`src/rtl/vector_mul_pipe.sv`:
```
// Pipelined per-lane vector multiply / multiply-accumulate with element tags.
// Operands are conditioned and registered first. The 33x33 product follows, then delay stages, then the result/output register.
module vector_mul_pipe #(
  parameter int XLEN   = 32,
  parameter int STAGES = 3,
  parameter int TAG_W  = 5
) (
  input  logic             CLK,
  input  logic             RST,
  input  logic             start,
  input  logic             stall,
  input  logic             flush,
  input  logic [1:0]       sew,
  input  logic [1:0]       is_signed,
  input  logic             high_low,
  input  logic             mul_widen_ena,
  input  logic             multiply_type,
  input  logic             multiply_pos_neg,
  input  logic [TAG_W-1:0] tag_in,
  input  logic [XLEN-1:0]  vs1_data,
  input  logic [XLEN-1:0]  vs2_data,
  input  logic [XLEN-1:0]  vs3_data,
  output logic [XLEN-1:0]  wdata,
  output logic             done,
  output logic [TAG_W-1:0] tag_out,
  output logic             exception,
  output logic             busy,
  output logic             next_busy
);

  localparam int NS = STAGES - 1;

  typedef struct packed {
    logic [TAG_W-1:0] tag;
    logic             exc;
    logic [1:0]       sew;
    logic             widen;
    logic             hl;
    logic             mt;
    logic             pn;
    logic [32:0]      a;
    logic [32:0]      b;
    logic [31:0]      vs3;
    logic [63:0]      prod;
  } stage_t;

  function automatic logic [32:0] cond_op(input logic [31:0] v, input logic [1:0] s,
                                          input logic sgn);
    case (s)
      2'b00:   return {{25{sgn & v[7]}}, v[7:0]};
      2'b01:   return {{17{sgn & v[15]}}, v[15:0]};
      default: return {sgn & v[31], v};
    endcase
  endfunction

  function automatic int unsigned sew_bits(input logic [1:0] s);
    case (s)
      2'b00:   return 8;
      2'b01:   return 16;
      default: return 32;
    endcase
  endfunction

  function automatic logic [63:0] low_mask(input int unsigned w);
    return (64'd1 << w) - 64'd1;
  endfunction

  // Accumulation wraps modulo 2^W; anything above W is forced to zero.
  function automatic logic [31:0] select_result(input stage_t s, input logic [63:0] p);
    int unsigned sw;
    int unsigned w;
    logic [63:0] r;
    sw = sew_bits(s.sew);
    w  = s.widen ? 2 * sw : sw;
    if (s.exc)
      r = '0;
    else if (s.mt)
      r = (s.pn ? ({32'd0, s.vs3} - p) : ({32'd0, s.vs3} + p)) & low_mask(w);
    else if (s.hl)
      r = (p >> sw) & low_mask(sw);
    else
      r = p & low_mask(w);
    return r[31:0];
  endfunction

  stage_t                stg_q [NS];
  stage_t                stg_d [NS];
  stage_t                last_s;
  logic [NS-1:0]         vld_q, vld_d;
  logic                  accept;
  logic signed [32:0]    mul_a, mul_b;
  logic signed [65:0]    mul_full;
  logic [63:0]           mul_prod;
  logic [XLEN-1:0]       wdata_q;
  logic                  done_q, exc_q;
  logic [TAG_W-1:0]      tag_q;

  assign accept = start & ~stall & ~flush;

  // Stage 0: operand conditioning
  always_comb begin
    stg_d[0].tag   = tag_in;
    stg_d[0].exc   = (sew == 2'b11) | (mul_widen_ena & (sew == 2'b10)) |
                     (mul_widen_ena & high_low & ~multiply_type);
    stg_d[0].sew   = sew;
    stg_d[0].widen = mul_widen_ena;
    stg_d[0].hl    = high_low;
    stg_d[0].mt    = multiply_type;
    stg_d[0].pn    = multiply_pos_neg;
    stg_d[0].a     = cond_op(vs2_data[31:0], sew, |is_signed);
    stg_d[0].b     = cond_op(vs1_data[31:0], sew, is_signed[1]);
    stg_d[0].vs3   = vs3_data[31:0];
    stg_d[0].prod  = '0;
    for (int k = 1; k < NS; k++) begin
      stg_d[k] = stg_q[k-1];
      if (k == 1) stg_d[k].prod = mul_prod;
    end
  end

  // Stage 1: signed product of the conditioned operands
  assign mul_a    = $signed(stg_q[0].a);
  assign mul_b    = $signed(stg_q[0].b);
  assign mul_full = mul_a * mul_b;
  assign mul_prod = mul_full[63:0];

  always_comb begin
    last_s      = stg_q[NS-1];
    last_s.prod = (NS == 1) ? mul_prod : stg_q[NS-1].prod;
  end

  always_comb begin
    vld_d[0] = accept;
    for (int k = 1; k < NS; k++) vld_d[k] = vld_q[k-1];
  end

  always_ff @(posedge CLK) begin
    if (!stall) begin
      for (int k = 0; k < NS; k++) stg_q[k] <= stg_d[k];
    end
  end

  // Final stage: result selection into the output register
  always_ff @(posedge CLK or posedge RST) begin
    if (RST) begin
      vld_q   <= '0;
      done_q  <= 1'b0;
      wdata_q <= '0;
      tag_q   <= '0;
      exc_q   <= 1'b0;
    end else if (flush) begin
      vld_q  <= '0;
      done_q <= 1'b0;
    end else if (!stall) begin
      vld_q  <= vld_d;
      done_q <= vld_q[NS-1];
      if (vld_q[NS-1]) begin
        wdata_q <= XLEN'(select_result(last_s, last_s.prod));
        tag_q   <= last_s.tag;
        exc_q   <= last_s.exc;
      end
    end
  end

  assign wdata     = wdata_q;
  assign done      = done_q;
  assign tag_out   = tag_q;
  assign exception = exc_q;
  assign busy      = (|vld_q) | done_q;
  assign next_busy = flush ? 1'b0 : (stall ? busy : (accept | (|vld_q)));

endmodule

```
`config.mk`:
```
export PLATFORM = sky130hd
export DESIGN_NAME = vector_mul_pipe
export DESIGN_NICKNAME = d
export VERILOG_FILES = /design/src/rtl/vector_mul_pipe.sv
export SDC_FILE = /design/constraint.sdc
export NUM_CORES = 2
export LEC_CHECK = 0
export BUFFER_PORTS_ARGS = -buffer_cell sky130_fd_sc_hd__buf_4
export CORE_AREA = 2 2 333 335
export CTS_BUF_LIST = sky130_fd_sc_hd__clkbuf_8 sky130_fd_sc_hd__clkbuf_16
export DETAILED_ROUTE_END_ITERATION = 8
export DIE_AREA = 0 0 335 337
export GPL_TIMING_DRIVEN = 0
export MAX_ROUTING_LAYER = met4
export PLACE_DENSITY_LB_ADDON = 0.12
export SYNTH_ARGS = -nofsm -noshare
export SYNTH_HDL_FRONTEND = slang
export SYNTH_SLANG_ARGS = --single-unit
```
`constraint.sdc`:
```
create_clock -name CLK -period 8.49 [get_ports CLK]
set_clock_uncertainty 0.2 [all_clocks]
set_input_delay 1.2735 -clock CLK [delete_from_list [all_inputs] [get_ports CLK]]
set_output_delay 1.2735 -clock CLK [all_outputs]
set_load 0.005 [all_outputs]
```
==> flow_summary.ini <==
[cells_and_area]
areaGrowthSynthToFinish_pct = 13.1
num-nets-final = 6990
fin_area_um2 = 57500
final_util_pct = 52.5
drive_gt1_share_pct = 12.2
instances_no_fill = 6972

[logic_synthesis]
yosysWarningCount = 0
synth.top_cell.area_share_pct = 44.3
synthCells = 5170
synth_area_per_cell_um2 = 9.84
synth_area_leaders = fa_1, edfxtp_1, inv_1, and2_1, ha_1
synth_seq_area_share_pct = 14.9
ys.flop_type = edfxtp_1
ys_ff_latch = 259
yosysTopAreaCell = fa_1
syn_nets = 6657
yosysUniqueCellTypes = 81
syn-cell-area_um2 = 50900
synth_edf_count = 218
async_flop_share_pct = 15.8

[drt]
drc = 0
drtAntennaViolNets = 0
vias = 38996
vias_per_cell = 5.59
drt-total-wl_um = 188000
detail_route.iter0.violations = 3417
firstDrtPassIters = 6
drt-wirelength-per-cell_um = 27.0

[place]
placed_area_um2 = 53900
place.gp.congestion = 1.00
place_hpwl_um = 153000
placed_cells = 6753
io_buffers = 154

[worst_setup_path]
r2r_setup_slack_ns = 0.1
criticalPathCategory = reg -> reg
rr_endpoint = stg_q[0][234]$_DFFE_PN_
cp_max_fo = 10
critPathRequiredTime_ns = 8.67
start_kind = flop
r2r_cells = 25
r2r-start = stg_q[0][114]$_DFFE_PN_
arrival_ns = 8.57
end_kind = flop

[floorplanning]
die_w_um = 335
die_area_um2 = 113000
rows = 122
initial_core_util_pct = 46.4
ios = 155
die_y_um = 337
fp.coreArea_um2 = 110000

[hold_path]
holdPathStages = 0
hold_end = stg_q[0][266]$_DFFE_PN_
hp-start = stg_q[0][92]$_DFFE_PN_
worst_hold_path_type = reg -> reg

[sta]
maxSlewHeadroom_pct = 28.5
setup-violations-final = 0
worst_slew_pin_slew_ns = 1.07
fin_crit_ns = 8.39
worst_hold_slack_ns = 0.208
grt_setup_unrepaired = true
hold_viol = 0
drv_slew = 0
fmax_mhz = 119
fin_crit_sh_pct = 98.8

[cts]
htreeDepth = 1
cts_inserted_buffers = 31
clock_sinks = 259
cts_buffer_depth = 3
path_clk_slew_ns = 0.06
cts_tree = yes
clkLatencyLatePin_ns = 0.67
cts-root-buf = clkbuf_16

[grt]
grtUsageTotal_pct = 34.7
antenna_found_initial = 34
grt.overflow.total = 0
grt_pass1_wl_um = 270000
grt_max_degree = 85
grt_pass1_vias = 39961

[status]
outcome = finished clean

[flow_run]
max-cap-violations = 0
==> worst max path at each step <==
stage / startpoint / end / slack [ns]
finish: stg_q[0][114]$_DFFE_PN_ / stg_q[0][234]$_DFFE_PN_ / 0.1
global route: stg_q[0][103]$_DFFE_PN_ / stg_q[0][234]$_DFFE_PN_ / -0.03
CTS: stg_q[0][98]$_DFFE_PN_ / stg_q[0][237]$_DFFE_PN_ / 0.01
detailed placement: stg_q[0][142]$_DFFE_PN_ / stg_q[0][235]$_DFFE_PN_ / -2.00
global placement: stall / wdata[30]$_DFFE_PP0P_ / -2.23
floorplan: stg_q[0][161]$_DFFE_PN_ / stg_q[0][236]$_DFFE_PN_ / 0.43
==> cells in the final DEF, fill, tap and decap left out, types with 41 or more instances in the layout <==
master and count:
o21ai_0 57, inv_1 1118, clkbuf_1 59, ha_1 233, nand2_1 586, and2_1 549, clkbuf_2 63, a21oi_1 147
mux2i_1 49, xnor2_1 95, fa_1 1096, edfxtp_1 218, dfrtp_1 41, a21o_1 98, buf_4 321, nor2_1 111
==> flip-flops by register name, summed over array words and instances, names as in the netlist <==
name	flops
stg_q	218
wdata	32
tag_out	5
vld_q	2
done	1
exception	1
==> metal layers <==
layer | up-vias | global-route usage (%) | share of wire [%]
li1 | 16352 | - | -
met1 | 20229 | 43.8 | 38
met2 | 1895 | 52.8 | 46
met3 | 520 | 6.53 | 9.1
met4 | 0 | 19.2 | 7.0
met5 | - | - | 0
==> cell usage after synthesis (20+ instances only) <==
cell type     n
ha_1        247
nor3_1       20
dfrtp_1      41
nand2_1     586
a21o_1       99
clkbuf_1    251
nand3_1      23
inv_1      1131
mux2i_1      49
nor2b_1      33
o21ai_0      61
xor2_1       38
edfxtp_1    218
nor2_1      112
a31oi_1      20
xnor2_1      97
a21oi_1     156
fa_1       1126
o22ai_1      31
and2_1      555
==> area by class of cell <==
| cell class | instances | area [um^2] |
|---|---|---|
| fillers | 10298 | 52100 |
| plain buffers | 257 | 1730 |
| flip-flops and latches | 259 | 7570 |
| repair buffers | 315 | 2570 |
| clock inverters | 24 | 240 |
| clock buffers | 34 | 817 |
| multi-input cells | 3507 | 38500 |
| well taps | 1426 | 1780 |
| inverters | 1132 | 4260 |
| diodes | 18 | 45.0 |
==> metrics by stage <==
| step | TNS (ns) | setup slack [ns] |
|---|---|---|
| 5_1_grt | -0.0445 | -0.0337 |
| 4_1_cts | 0 | 0.0113 |
| 2_1_floorplan | 0 | 0.428 |
| 3_3_place_gp | -111.99 | -2.23 |
| 3_5_place_dp | -34.15 | -2.00 |
| 6_report | 0 | 0.0982 |
==> worst max-delay path, stage by stage (launching register included) <==
cell and delay, ns:
edfxtp_1 0.51, clkbuf_2 0.43, nand2_1 0.15, fa_1 0.53, fa_1 0.57, inv_1 0.08, fa_1 0.49, fa_1 0.68
fa_2 0.52, fa_1 0.51, fa_1 0.50, inv_1 0.05, fa_1 0.47, inv_1 0.04, ha_1 0.25, buf_2 0.17
a211oi_1 0.26, o21bai_1 0.13, a21o_1 0.19, a21oi_1 0.18, o21ai_2 0.11, o311a_4 0.41, o21ai_4 0.19, a21oi_4 0.11
a221oi_4 0.27, xnor2_2 0.12
==> cell families after synthesis <==
logic type / count (synthesis) / share of synthesized area [%]
AND/OR/NAND/NOR: 1419 / 14.0
buffers and inverters: 1404 / 10.4
AO/OA/AOI/OAI: 531 / 7.05
multiplexers: 49 / 0.964
flip-flops: 259 / 14.9
XOR/XNOR: 135 / 2.32
adder cells (fa/ha/maj): 1373 / 50.4
==> repair_timing <==
action / CTS / global route
hold buffers: 0 / 0
endpoints found under the setup margin: 36 / 17
cloned: 0 / 1
pin swaps: 13 / 55
buffers inserted: 104 / 54
gates resized for setup: 319 / 259
Power is not shown: default switching activity piles up to over one toggle a cycle in this logic, so the estimate is an artifact.
